===== src/rtl/wb_sched_pkg.sv =====
// Shared types for the write-back scheduler slice.
//   r_t       register index (x0..x31)
//   wb_src_t  which source owns the register-file write port this cycle
package wb_sched_pkg;

  typedef logic [4:0] r_t;

  localparam int unsigned WB_DEPTH_DEFAULT = 2;
  localparam int unsigned WB_XLEN_DEFAULT  = 32;

  typedef enum logic [1:0] {
    WB_NONE,
    WB_ALU,
    WB_MEM
  } wb_src_t;

endpackage


===== src/rtl/wb_sched_if.sv =====
// Bundle between decode/execute, data-memory response path, register file
// and the write-back scheduler.
//   slave  : scheduler side (decode/response in, write port/stall out)
//   master : core side (mirror of slave)
interface wb_sched_if #(
  parameter int unsigned DEPTH = 2,
  parameter int unsigned XLEN  = 32
);

  wb_sched_pkg::r_t       rs1;
  wb_sched_pkg::r_t       rs2;
  wb_sched_pkg::r_t       rd;
  logic                   writeEn;
  logic [XLEN-1:0]        wdata;
  logic                   ld_issue;
  logic                   rsp_valid;
  logic [XLEN-1:0]        rsp_data;
  logic                   rf_we;
  wb_sched_pkg::r_t       rf_waddr;
  logic [XLEN-1:0]        rf_wdata;
  logic                   stall;
  logic [$clog2(DEPTH):0] pend_cnt;
  logic                   rsp_err;

  modport slave (
    input  rs1, rs2, rd, writeEn, wdata, ld_issue, rsp_valid, rsp_data,
    output rf_we, rf_waddr, rf_wdata, stall, pend_cnt, rsp_err
  );

  modport master (
    output rs1, rs2, rd, writeEn, wdata, ld_issue, rsp_valid, rsp_data,
    input  rf_we, rf_waddr, rf_wdata, stall, pend_cnt, rsp_err
  );

endinterface


===== src/rtl/wb_pend_fifo.sv =====
// In-order queue of outstanding load destinations.
//   clk, reset : clock, async active-high reset
//   push/push_rd : enqueue a destination index
//   pop        : dequeue head
//   lookup[k]  : three index lookups; match[k] set if any valid entry equals it
//   head, full, empty, count : queue status
module wb_pend_fifo
  import wb_sched_pkg::*;
#(
  parameter int unsigned DEPTH = WB_DEPTH_DEFAULT,
  localparam int unsigned AW = $clog2(DEPTH),
  localparam int unsigned CW = AW + 1
) (
  input  logic          clk,
  input  logic          reset,
  input  logic          push,
  input  r_t            push_rd,
  input  logic          pop,
  input  r_t [2:0]      lookup,
  output logic [2:0]    match,
  output r_t            head,
  output logic          full,
  output logic          empty,
  output logic [CW-1:0] count
);

  r_t             mem [DEPTH];
  logic [DEPTH-1:0] valid;
  logic [AW-1:0]  wr_ptr;
  logic [AW-1:0]  rd_ptr;

  // Valid is cleared before it is set so that a push into a full queue
  // with a simultaneous pop (wr_ptr == rd_ptr) leaves the slot valid.
  always_ff @(posedge clk or posedge reset) begin
    if (reset) begin
      for (int unsigned i = 0; i < DEPTH; i++) mem[i] <= '0;
      valid  <= '0;
      wr_ptr <= '0;
      rd_ptr <= '0;
      count  <= '0;
    end else begin
      if (pop) begin
        valid[rd_ptr] <= 1'b0;
        rd_ptr        <= rd_ptr + AW'(1);
      end
      if (push) begin
        mem[wr_ptr]   <= push_rd;
        valid[wr_ptr] <= 1'b1;
        wr_ptr        <= wr_ptr + AW'(1);
      end
      case ({push, pop})
        2'b10:   count <= count + CW'(1);
        2'b01:   count <= count - CW'(1);
        default: count <= count;
      endcase
    end
  end

  always_comb begin
    match = '0;
    for (int unsigned k = 0; k < 3; k++) begin
      for (int unsigned i = 0; i < DEPTH; i++) begin
        if (valid[i] && (mem[i] == lookup[k])) match[k] = 1'b1;
      end
    end
  end

  assign head  = mem[rd_ptr];
  assign full  = (count == CW'(DEPTH));
  assign empty = (count == '0);

endmodule


===== src/rtl/wb_sched.sv =====
// Owns the single register-file write port. Merges same-cycle ALU/CSR
// results with in-order delayed load responses, tracks outstanding load
// destinations and stalls decode on RAW/WAW hazards, port conflicts and a
// full queue.
//   clk, reset : clock, async active-high reset
//   bus        : wb_sched_if.slave (decode sources/dest, ALU result, load
//                issue/response in; rf write port, stall, pend_cnt,
//                rsp_err out)
module wb_sched
  import wb_sched_pkg::*;
#(
  parameter int unsigned DEPTH = WB_DEPTH_DEFAULT,
  parameter int unsigned XLEN  = WB_XLEN_DEFAULT
) (
  input  logic        clk,
  input  logic        reset,
  wb_sched_if.slave   bus
);

  localparam int unsigned CW = $clog2(DEPTH) + 1;

  logic [2:0]    match;
  r_t            head;
  logic          full;
  logic          empty;
  logic [CW-1:0] count;

  logic    alu_req;
  logic    pop;
  logic    push;
  logic    raw_hz;
  logic    waw_hz;
  logic    port_hz;
  logic    full_hz;
  logic    stall;
  logic    rsp_err;
  wb_src_t src;

  // A load and an ALU write never retire together; the load takes precedence.
  assign alu_req = bus.writeEn && !bus.ld_issue;
  assign pop     = bus.rsp_valid && !empty;

  // Matches include the entry being popped this cycle; the core replays.
  assign raw_hz  = ((bus.rs1 != '0) && match[0]) || ((bus.rs2 != '0) && match[1]);
  assign waw_hz  = (bus.writeEn || bus.ld_issue) && (bus.rd != '0) && match[2];
  assign port_hz = alu_req && pop;
  assign full_hz = bus.ld_issue && full && !bus.rsp_valid;
  assign stall   = raw_hz || waw_hz || port_hz || full_hz;

  assign push = bus.ld_issue && !stall && (bus.rd != '0);

  wb_pend_fifo #(
    .DEPTH (DEPTH)
  ) u_fifo (
    .clk     (clk),
    .reset   (reset),
    .push    (push),
    .push_rd (bus.rd),
    .pop     (pop),
    .lookup  ({bus.rd, bus.rs2, bus.rs1}),
    .match   (match),
    .head    (head),
    .full    (full),
    .empty   (empty),
    .count   (count)
  );

  always_comb begin
    src = WB_NONE;
    if (pop) begin
      src = WB_MEM;
    end else if (alu_req && (bus.rd != '0) && !stall) begin
      src = WB_ALU;
    end
  end

  always_comb begin
    bus.rf_we    = 1'b0;
    bus.rf_waddr = '0;
    bus.rf_wdata = '0;
    case (src)
      WB_MEM: begin
        bus.rf_we    = 1'b1;
        bus.rf_waddr = head;
        bus.rf_wdata = bus.rsp_data;
      end
      WB_ALU: begin
        bus.rf_we    = 1'b1;
        bus.rf_waddr = bus.rd;
        bus.rf_wdata = bus.wdata;
      end
      default: ;
    endcase
  end

  always_ff @(posedge clk or posedge reset) begin
    if (reset) begin
      rsp_err <= 1'b0;
    end else if (bus.rsp_valid && empty) begin
      rsp_err <= 1'b1;
    end
  end

  assign bus.stall    = stall;
  assign bus.pend_cnt = count;
  assign bus.rsp_err  = rsp_err;

endmodule


===== src/flat_wrapper.sv =====
// flat-port wrapper written by rule: the top's interface ports become plain ports
module wb_sched_flat import wb_sched_pkg::*;
#(
  parameter int unsigned DEPTH = WB_DEPTH_DEFAULT,
  parameter int unsigned XLEN  = WB_XLEN_DEFAULT
)
  (clk, reset, bus_rs1, bus_rs2, bus_rd, bus_writeEn, bus_wdata, bus_ld_issue, bus_rsp_valid, bus_rsp_data, bus_rf_we, bus_rf_waddr, bus_rf_wdata, bus_stall, bus_pend_cnt, bus_rsp_err);
  wb_sched_if #(.DEPTH(DEPTH), .XLEN(XLEN)) bus_i ();
  input  logic clk;
  input  logic reset;
  input wire logic [$bits(bus_i.rs1)-1:0] bus_rs1;
  input wire logic [$bits(bus_i.rs2)-1:0] bus_rs2;
  input wire logic [$bits(bus_i.rd)-1:0] bus_rd;
  input wire logic [$bits(bus_i.writeEn)-1:0] bus_writeEn;
  input wire logic [$bits(bus_i.wdata)-1:0] bus_wdata;
  input wire logic [$bits(bus_i.ld_issue)-1:0] bus_ld_issue;
  input wire logic [$bits(bus_i.rsp_valid)-1:0] bus_rsp_valid;
  input wire logic [$bits(bus_i.rsp_data)-1:0] bus_rsp_data;
  output wire logic [$bits(bus_i.rf_we)-1:0] bus_rf_we;
  output wire logic [$bits(bus_i.rf_waddr)-1:0] bus_rf_waddr;
  output wire logic [$bits(bus_i.rf_wdata)-1:0] bus_rf_wdata;
  output wire logic [$bits(bus_i.stall)-1:0] bus_stall;
  output wire logic [$bits(bus_i.pend_cnt)-1:0] bus_pend_cnt;
  output wire logic [$bits(bus_i.rsp_err)-1:0] bus_rsp_err;
  assign bus_i.rs1 = bus_rs1;
  assign bus_i.rs2 = bus_rs2;
  assign bus_i.rd = bus_rd;
  assign bus_i.writeEn = bus_writeEn;
  assign bus_i.wdata = bus_wdata;
  assign bus_i.ld_issue = bus_ld_issue;
  assign bus_i.rsp_valid = bus_rsp_valid;
  assign bus_i.rsp_data = bus_rsp_data;
  assign bus_rf_we = bus_i.rf_we;
  assign bus_rf_waddr = bus_i.rf_waddr;
  assign bus_rf_wdata = bus_i.rf_wdata;
  assign bus_stall = bus_i.stall;
  assign bus_pend_cnt = bus_i.pend_cnt;
  assign bus_rsp_err = bus_i.rsp_err;
  wb_sched #(.DEPTH(DEPTH), .XLEN(XLEN)) u_core (.clk(clk), .reset(reset), .bus(bus_i));
endmodule

===== config.mk =====
export PLATFORM = sky130hd
export DESIGN_NAME = wb_sched_flat
export DESIGN_NICKNAME = d
export VERILOG_FILES = /design/src/rtl/wb_sched_pkg.sv /design/src/rtl/wb_sched_if.sv /design/src/rtl/wb_pend_fifo.sv /design/src/rtl/wb_sched.sv /design/src/flat_wrapper.sv
export SDC_FILE = /design/constraint.sdc
export NUM_CORES = 1
export LEC_CHECK = 0
export ABC_AREA = 1
export CAP_MARGIN = 20
export CORE_ASPECT_RATIO = 2
export CORE_MARGIN = 2
export CORE_UTILIZATION = 38
export CTS_CLUSTER_SIZE = 40
export DETAILED_ROUTE_END_ITERATION = 12
export GPL_TIMING_DRIVEN = 0
export PLACE_DENSITY = 0.82
export SLEW_MARGIN = 20
export SYNTH_ARGS = -nofsm -noshare
export SYNTH_HDL_FRONTEND = slang
export SYNTH_SLANG_ARGS = --single-unit

===== constraint.sdc =====
create_clock -name clk -period 2.4 [get_ports clk]
set_input_delay 0.48 -clock clk [delete_from_list [all_inputs] [get_ports clk]]
set_output_delay 0.48 -clock clk [all_outputs]
set_load 0.01 [all_outputs]

Word-level counts from Yosys, hierarchy flattened
Index checks and enable logic that the tools add are counted.
{ "totals": {"regBits": 17, "output_inout_bits": 42} }
{ "op_classes": {"mux": 24, "bitwise_logic": 5, "n_reduce_logical": 38, "n_eq_ne": 11, "n_addsub": 4, "n_lt_le_gt_ge": 7} }
{ "ops": {"columns": ["operator", "count"], "rows": [
  ["$pmux 32 s2", 1],
  ["$eq 5x5->1", 6],
  ["$logic_and 1x1->1", 23],
  ["$mux 5", 4],
  ["$reduce_bool 5->1", 3],
  ["$bwmux 10", 1],
  ["$mux 1", 10],
  ["$pmux 5 s2", 1],
  ["$eq 2x2->1 const B", 3],
  ["$mux 2", 3],
  ["$demux 5 s1", 1],
  ["$logic_or 1x1->1", 5],
  ["$eq 2x1->1 const B", 2],
  ["$ge 2x2->1 const B", 2],
  ["$logic_not 1->1", 4],
  ["$lt 1x2->1 const B", 2],
  ["$not 1->2", 2],
  ["$pmux 2 s2", 1],
  ["$add 1x1->1 const B", 2],
  ["$add 2x1->2 const B", 1],
  ["$and 2x2->2", 1],
  ["$demux 1 s1", 2],
  ["$ge 1x1->1 const B", 2],
  ["$logic_not 2->1", 1],
  ["6 further kinds", 6]
]} }

Depth between registers and ports, before layout
Gate-level depths: netlist (run 1).
{ "logic_depth": {"depth_word": 16, "ltp_mapped": 15} }

By module
From an unflattened synthesis (run 1), not the netlist that was laid out.
{ "unflattened": {"hier_cells": 377, "hier_area_um2": 2010.7} }
{ "modules_own_cells": {"columns": ["module", "area_per_inst_um2", "cells_per_inst", "instances", "seq_area_each_um2"], "rows": [
  ["wb_pend_fifo", 1247.4, 218, 1, 400.4],
  ["wb_sched", 763.2, 159, 1, 25.0]
]} }

Least setup slack after synthesis (run 1)
No wires, ideal clock.
{ "synth_path": {"path_kind": "reg2reg", "startpoint": "register u_core.u_fifo.count[0]", "endpoint": "register u_core.u_fifo.count[1]", "path_stages_with_launch": 13, "synth_period_minus_slack_ns": 2.150, "required_time_ns": 2.274, "t_arrival_ns": 2.023, "slack_ns": 0.250, "cell_sequence": "dfrtp_1 or2_4 nand2_4 inv_2 a21oi_2 nand2_1 nor2_2 buf_6 nand2_1 ha_1 a21oi_1 o21ai_0 xnor2_1"} }
{ "synth_via": {"elab_chain_cells": 11, "elab_cells_between_ends": 18} }
{ "synth_rtl": {"columns": ["item", "line", "source"], "rows": [
  ["start, declared", "wb_pend_fifo.sv:24", "output logic [CW-1:0] count"],
  ["start signal, assigned", "wb_pend_fifo.sv:52", "2'b10: count <= count + CW'(1);"],
  ["start signal, assigned", "wb_pend_fifo.sv:53", "2'b01: count <= count - CW'(1);"],
  ["start signal, assigned", "wb_pend_fifo.sv:54", "default: count <= count;"],
  ["$logic_not 2->1", "wb_pend_fifo.sv:70", "assign empty = (count == '0);"],
  ["$logic_not 1->1", "wb_sched.sv:41", "assign pop = bus.rsp_valid && !empty;"],
  ["$logic_and 1x1->1", "wb_sched.sv:41", null],
  ["$logic_and 1x1->1", "wb_sched.sv:46", "assign port_hz = alu_req && pop;"],
  ["$logic_or 1x1->1 (2 in series)", "wb_sched.sv:48", "assign stall = raw_hz || waw_hz || port_hz || full_hz;"],
  ["$logic_not 1->1", "wb_sched.sv:50", "assign push = bus.ld_issue && !stall && (bus.rd != '0);"],
  ["$logic_and 1x1->1 (2 in series)", "wb_sched.sv:50", null],
  ["$eq 2x1->1 / $eq 2x2->1 (equally long branches)", "wb_pend_fifo.sv:51", "case ({push, pop})"],
  ["$pmux 2 s2 / $reduce_bool 2->1 (equally long branches)", null, null]
]} }
Several ways; a longest one is shown, not always the timed one.
A chain may end at the register's enable or synchronous reset.

Worst setup path after layout (run 1)
{ "layout_path": {"startpoint": "register u_core.u_fifo.mem[9] (netlist bit)", "endpoint": "output bus_rf_wdata[27]"} }
{ "layout_via": {"elab_chain_cells": 15, "elab_cells_between_ends": 26} }
{ "layout_rtl": {"columns": ["item", "line", "source"], "rows": [
  ["start, declared", "wb_pend_fifo.sv:27", "r_t mem [DEPTH];"],
  ["start signal, assigned by index", "wb_pend_fifo.sv:47", "mem[wr_ptr] <= push_rd;"],
  ["$eq 5x5->1", "wb_pend_fifo.sv:63", "if (valid[i] && (mem[i] == lookup[k])) match[k] = 1'b1;"],
  ["$logic_and 1x1->1", "wb_pend_fifo.sv:63", null],
  ["$mux 1 (2 in series)", "wb_pend_fifo.sv:63", null],
  ["$logic_and 1x1->1", "wb_sched.sv:44", "assign raw_hz = ((bus.rs1 != '0) && match[0]) || ((bus.rs2 != '0) && match[1]);"],
  ["$logic_or 1x1->1", "wb_sched.sv:44", null],
  ["$logic_or 1x1->1 * (3 in series)", "wb_sched.sv:48", null],
  ["$logic_not 1->1 *", "wb_sched.sv:72", "end else if (alu_req && (bus.rd != '0) && !stall) begin"],
  ["$logic_and 1x1->1 *", "wb_sched.sv:72", null],
  ["$mux 1 *", "wb_sched.sv:72", null],
  ["$mux 2 *", "wb_sched.sv:70", "if (pop) begin"],
  ["$eq 2x1->1 / $eq 2x2->1 (equally long branches)", "wb_sched.sv:81", "case (src)"],
  ["$pmux 32 s2 *", "wb_sched.sv:81", null],
  ["end, declared", "flat_wrapper.sv:21", "output wire logic [$bits(bus_i.rf_wdata)-1:0] bus_rf_wdata;"]
]} }
Every way passes the cells marked *; elsewhere a longest branch is shown, timed or not.

==> results of run 1 <==
[cell families (layout without fill, tap and decap cells)]
family | count (synthesis) | after routing
AND/OR/NAND/NOR | 275 | 275
adder cells (fa/ha/maj) | 1 | 1
flip-flops | 17 | 17
buffers and inverters | 45 | 214
AO/OA/AOI/OAI | 19 | 19
XOR/XNOR | 2 | 2
[metrics by stage]
step	util	area (um^2)	setup TNS, ps	power, mW
3_5_place_dp	0.635	3410	-32900	2.74
2_1_floorplan	-	2080	0	1.87
4_1_cts	0.687	3690	-4620	3.50
6_report	0.735	3950	-6850	3.88
3_3_place_gp	0.635	3410	-32090	2.71
5_1_grt	0.735	3950	-10650	4.12
[routing by layer]
metal	up-vias	global-route usage	part of all wire
met5	-	0	0
met4	0	0.121	0.064
met2	177	0.561	0.56
met3	56	0.0285	0.061
li1	1471	-	-
met1	1395	0.255	0.32
[final cells by class]
cell class,count,area share
sequential,17,0.109
buffer,12,0.0285
inverter,32,0.0342
tap,60,0.0190
multi-input combinational,297,0.416
clock inverter,1,0.00127
timing repair buffer,166,0.382
clock buffer,3,0.0105
[sequential cells by signal, summed over array words and instances, names as in the netlist]
register              flops
u_core.u_fifo.rd_ptr      1
u_core.u_fifo.count       2
u_core.u_fifo.valid       2
u_core.bus.rsp_err        1
u_core.u_fifo.mem        10
u_core.u_fifo.wr_ptr      1
[power by group]
| part | total, mW | switching, mW | internal [mW] |
|---|---|---|---|
| Sequential | 0.587 | 0.159 | 0.428 |
| Clock | 0.227 | 0.111 | 0.116 |
| Combinational | 3.06 | 1.58 | 1.48 |
[how the worst max path moves through the flow]
| stage | endpoint | slack (ps) | cells past startpoint |
|---|---|---|---|
| 5_1_grt | bus_rf_wdata[21] | -390 | 16 |
| 3_3_place_gp | bus_rf_waddr[3] | -870 | 12 |
| 2_1_floorplan | u_core.u_fifo.count[1] | 250 | 12 |
| 4_1_cts | bus_rf_wdata[19] | -200 | 16 |
| 6_report | bus_rf_wdata[27] | -280 | 16 |
| 3_5_place_dp | bus_rf_waddr[1] | -890 | 14 |
[worst max-delay path: cells and delay by family (launching register included)]
family                 cells  cell delay, ps
buffers and inverters      6             770
AND/OR/NAND/NOR           10             710
flip-flops                 1             440
[what timing repair did]
action / CTS / global route
setup endpoints to repair: 40 / 40
hold buffers: 0 / 0
cloned: 3 / 0
setup buffers: 23 / 17
pin swaps: 17 / 30
gates resized for setup: 250 / 68
[cell usage after synthesis]
| cell type | number |
|---|---|
| nand2_1 | 183 |
| nor2_1 | 33 |
| nand3_2 | 30 |
| inv_1 | 29 |
| dfrtp_1 | 17 |
| nand4_1 | 12 |
| nand3_1 | 10 |
| a21oi_1 | 6 |
| o21ai_1 | 6 |
| buf_2 | 5 |
| o21ai_0 | 5 |
| clkbuf_1 | 4 |
| buf_12 | 3 |
| inv_2 | 3 |
| nor3_1 | 2 |
| xnor2_1 | 2 |
| a21oi_2 | 1 |
| buf_6 | 1 |
| ha_1 | 1 |
| nand2_2 | 1 |
| nand2_4 | 1 |
| nand3_4 | 1 |
| nor2_2 | 1 |
| o21bai_1 | 1 |
| or2_4 | 1 |
==> results.md, run 1 <==
- R2r setup slk: around 90 ps
- Vias in the first global route: roughly 2900
- Yosys top cell area share: 0.330
- Multiplexer share of the synthesized area: 0
- Die W: ~56 um
- DRT antenna net count: 0
- CP required: ~1900 ps
- CTS root buf: clkbuf_8
- Post-DR wirelength/cell: 15.6 um
- Synthesized area: around 2100 um^2
- Yosys warns: 0
- Clock latency on the worst-skew pair: about 270 ps
- CTS tree: yes
- CTS Buf Count: 3
- FMAX: between 300 and 400 MHz
- DRT iter0 DRCs: about 160
- Critical Path Source: u_core.u_fifo.mem[9]
- Worst reg-to-reg path cell count: 17
- Initial Util: 0.388
- Post-synthesis sequential area ratio: 0.204
- Fillers: slightly below 400
- Pwr Density: approximately 1000 nW/um^2
- Hpwl dp: roughly 6 mm
- Crit path launch type: flip-flop
- Hold path start: u_core.u_fifo.rd_ptr
- Failing checks: negative setup slack
- Clock tree sinks: 17
- Row cnt: 38
- Crit Reg-Reg Startpoint: u_core.u_fifo.mem[9]
- Most frequent cells in the layout: nand2_1 (157), clkdlybuf4s50_1 (69), buf_4 (33)
- Io pins: between 100 and 150
- Cell variety after synth: 25
- Synth area leaders: nand2_1 (33%), dfrtp_1 (20%), nand3_2 (14%), nor2_1 (5.9%), inv_1 (5.2%)
- Hold EP: u_core.u_fifo.rd_ptr
- #FFs+latches synth: 17
- CP max stage cell: dfrtp_1
- Largest net degree at the start of global routing: 18
- Diodes inserted: 0
- Peak VDD IR: between 0.0007 and 0.0008 V
- Crit Path Max Fanout: 5
- Relative max-transition margin: 0.537
- Critical path endpoint category: output pin
- Via/cell ratio: 5.27
- H-tree depth: 1
- Tcrit/Tclk final: 1.12
- Cell mode on critical path: nand2_2
- HP Class: flip-flop to flip-flop
- Adder-cell share of the synthesized area: 0.00600
- Die area: 6130 um^2
- Critical path arrival: around 2200 ps
- Synthesized instance count: about 360
- Critical-path cell list: buf_6 > nand2_2 > nand2_1 > nor2_1 > nand3_1 > nand2_2 > nand2_2 > nand2_2 > nor2_4 > buf_6 > buf_8 > buf_12 > buf_12 > nand3_4 > nand2_2 > buf_6
- Xor/xnor share of the synthesized area: 0.00840
- IO Port Bufs: about 130
- R2R Path End: u_core.u_fifo.count[1]
- First-pass GRT wire length: between 10 and 15 mm
- Final Max Slew Viols: 0
- Slowest stage delay, CP: around 440 ps
- CP Class: flip-flop to output pin
- Clk buf depth: 2
- DRC Markers: 0
- Setup ws final: -283 ps
- Largest family of logic cells by synthesized area: simple AND/OR/NAND/NOR gates
- CTS clock-pin slew for the worst setup and hold paths: 70 ps
- P&R area growth vs syn: 89.4%
- Period minus WS final: 2680 ps
- DRT Wirelength: around 9.2 mm
- GR Overflow Total: 0
- Core area: between 5000 and 6000 um^2
- Simple-gate share of the synthesized area: 0.622
- Initial antenna violation count: 0
- Worst Tran Pin Value: between 600 and 700 ps
- DP Worst Slack: -888 ps
- Die H: 109 um
- GP Congestion: just under 0.9
- Hold path depth: 2
- WHS: 522 ps
- Cells after DPL: roughly 540
- Share of cells above drive strength 1: 0.388
- Clock skew: approximately 1.4 ps
- Synthesized Nets: about 440
- Syn avg cell area: a little under 6 um^2
- Final Setup Violations: 36
- Max-Cap Viols: 0
- Final nets: just over 600
- Fin. Hold Viols: 0
- Leakage: around 2 nW
- Commonest non-fill, non-tap cell in the layout: nand2_1
- Synth area leader: nand2_1
- Vias: a little over 3000
- Area of the multi-input gates: 1640 um^2
- Outcome: finished with violations
- Synth Area in Compound Gates: 0.0486
- TritonRoute pass-1 iters: 5
- RSZ-0062 raised after global routing: yes
- Non-Filler Instances: roughly 590
- Sequential cell area: around 430 um^2
- Total global routing track utilization: 0.271
Note: power is estimated with default switching activity, not from simulation.
==> inputs of run 2 (changes only) <==
Settings changed: CORE_UTILIZATION 38 to 41, PLACE_DENSITY 0.82 to 0.87.
Clock period 2.4 ns to 3.5 ns, I/O delays scaled along.
==> run 2 against run 1 <==
  * The flow now finishes without violations
  * Critical path depth unchanged
  * Die area is 6.9% lower
  * Setup slack better by 410 ps
  * Sequential share of layout area up 1.2 points
  * Total power down 48%
  * Non-clock buffer count shrank 38
  * First-iteration DRC count fell by 36%
  * Highest routed layer unchanged
  * Largest cell class unchanged
  * Sequential power is 33% lower
==> results.md, run 2 (synthesis gave the netlist of run 1 again) <==
- Outcome: finished clean
- P&R area growth vs syn: 68.4%
- Diodes inserted: 0
- DRT Wirelength: between 7 and 8 mm
- Overall power: ~2.0 mW
- RSZ-0062 raised after global routing: yes
- H-tree depth: 1
- CP Class: primary input to output pin
- Total global routing track utilization: 0.290
- Biggest register: u_core.u_fifo.mem
- Final Max Slew Viols: 0
- CTS tree: yes
- CP Buf/Inv Count: 6
- Share of cells above drive strength 1: 0.124
- Peak VDD IR: ~0.00043 V
- FMAX: ~300 MHz
- Clock tree sinks: 17
- Placement Cell Area: approximately 3400 um^2
- DRC Markers: 0
- Relative max-transition margin: 0.551
- Clock skew: ~3.4 ps
- DRT antenna net count: 0
- CP required: ~2800 ps
- DP Worst Slack: -236 ps
- Tcrit/Tclk final: 0.965
- Initial Util: 0.428
- CTS clock-pin slew for the worst setup and hold paths: around 60 ps
- Period minus WS final: approximately 3400 ps
- Slowest stage delay, CP: 520 ps
- Critical path endpoint category: output pin
- Crit path launch type: primary input
- TritonRoute pass-1 iters: 4
- Hpwl dp: 6.44 mm
- Cell family with most CP delay: buffers and inverters
- GP Congestion: approximately 0.9
- Pwr Density: around 570 nW/um^2
- Fin. Hold Viols: 0
- Initial antenna violation count: 0
- Cell mode on critical path: nand2_1
- R2r setup slk: 1070 ps
- Final Setup Violations: 0
- Post-DR wirelength/cell: 14.2 um
- Core area: approximately 4900 um^2
- Hold_buf cts: 0
- Fillers: between 400 and 500
- DRT iter0 DRCs: 101
- Largest net degree at the start of global routing: 18
- R2R Path End: u_core.u_fifo.count[1]
- Critical Path Source: bus_rs1[2]
- CTS root buf: clkbuf_8
- Top Registers: u_core.u_fifo.mem (10), u_core.u_fifo.count (2), u_core.u_fifo.valid (2)
- Clk buf depth: 2
- Clock latency on the worst-skew pair: 250 ps
- Final nets: 576
- Row cnt: 36
- Io pins: about 130
- Worst reg-to-reg path cell count: 13
- Crit Reg-Reg Startpoint: u_core.u_fifo.count[0]
- Vias: ~2800
- Worst Tran Pin Value: between 600 and 700 ps
- First-pass GRT wire length: ~12 mm
- Cells after DPL: about 540
- Die W: 54.4 um
- Hold EP: u_core.u_fifo.mem[6]
- Non-Filler Instances: 547
- Commonest non-fill, non-tap cell in the layout: nand2_1
- CTS Buf Count: 3
- Largest register FFs: 10
- GR Overflow Total: 0
- Die H: 105 um
- Crit Path Max Fanout: 10
- Die area: ~5700 um^2
- Max-Cap Viols: 0
- Hold path start: u_core.u_fifo.mem[6]
- Leakage: between 2 and 2.5 nW
- Hold path depth: 2
- Vias in the first global route: roughly 2900
- HP Class: flip-flop to flip-flop
- Setup ws final: ~120 ps
- IO Port Bufs: around 130
- Via/cell ratio: approximately 5
- Fin area: roughly 3500 um^2
- Critical path arrival: 2680 ps
- Most frequent cells in the layout: nand2_1 (183), clkdlybuf4s50_1 (75), nor2_1 (30), nand3_2 (30), dlygate4sd2_1 (27)
- CP max stage cell: clkdlybuf4s50_1
- Critical-path cell list: clkdlybuf4s50_1 > inv_2 > nand2_1 > nand2_1 > nor2_1 > nand3_1 > nand2_1 > nand2_1 > nand2_1 > nor2_2 > buf_6 > buf_4 > buf_12 > nand3_2 > nand2_1 > dlygate4sd2_1
==> run 2: changes by cell type in the layout (fill, tap and decap cells not counted), moves of 21 or more <==
cell / previous run / this run
buf_4: 33 / 2
dlygate4sd2_1: 6 / 27
buf_2: 30 / 4
nand2_1: 157 / 183
nand2_2: 24 / 1
dlymetal6s2s_1: 0 / 23
==> run 2: final cells by class <==
class / count / area [um^2] / share of cell area
Clock buffer: 4 / 45.0 / 0.0128
Inverter: 32 / 120 / 0.0342
Timing Repair Buffer: 127 / 1290 / 0.368
Multi-Input combinational cell: 297 / 1440 / 0.410
Sequential cell: 17 / 425 / 0.121
Buffer: 13 / 118 / 0.0335
Tap cell: 57 / 71.3 / 0.0203
==> run 2: where the power goes <==
group | internal (mW) | switching, mW
clock | 0.0808 | 0.0656
combinational | 0.655 | 0.822
sequential | 0.289 | 0.105
==> run 2: what timing repair did <==
| action | CTS | global route |
|---|---|---|
| resized for setup | 31 | 31 |
| pin swaps | 0 | 1 |
| setup buffers | 1 | 1 |
| cloned | 0 | 0 |
| setup endpoints to repair | 39 | 23 |
==> run 2: worst max-delay path by stage <==
stage,to,slack (ps),cells after the start
6_report,bus_rf_wdata[16],120,16
5_1_grt,bus_rf_wdata[30],-20,16
4_1_cts,bus_rf_wdata[11],0.6,15
3_5_place_dp,bus_rf_waddr[3],-240,12
3_3_place_gp,bus_rf_waddr[3],-190,12
2_1_floorplan,bus_rf_waddr[0],1060,10
==> run 2: tightest hold or removal path, stage by stage (launching register included) <==
cell	delay (ps)
dfrtp_1	350
nand2_1	60
nand2_1	50
==> run 2: per-stage QoR <==
step / setup TNS [ps] / hold WS, ps / utilization
after CTS: 0 / 475 / 0.705
final: 0 / 486 / 0.721
after detailed placement: -6350 / 460 / 0.700
after global placement: -4330 / 454 / 0.700
after floorplan: 0 / 442 / -
after global routing: -30.6 / 516 / 0.721
==> run 2: layer usage <==
layer	track usage	vias up	wire length (um)
li1	-	1390	-
met1	0.269	1246	2510
met2	0.566	127	4490
met3	0.0300	32	382
met4	0.130	0	370
met5	0	-	0
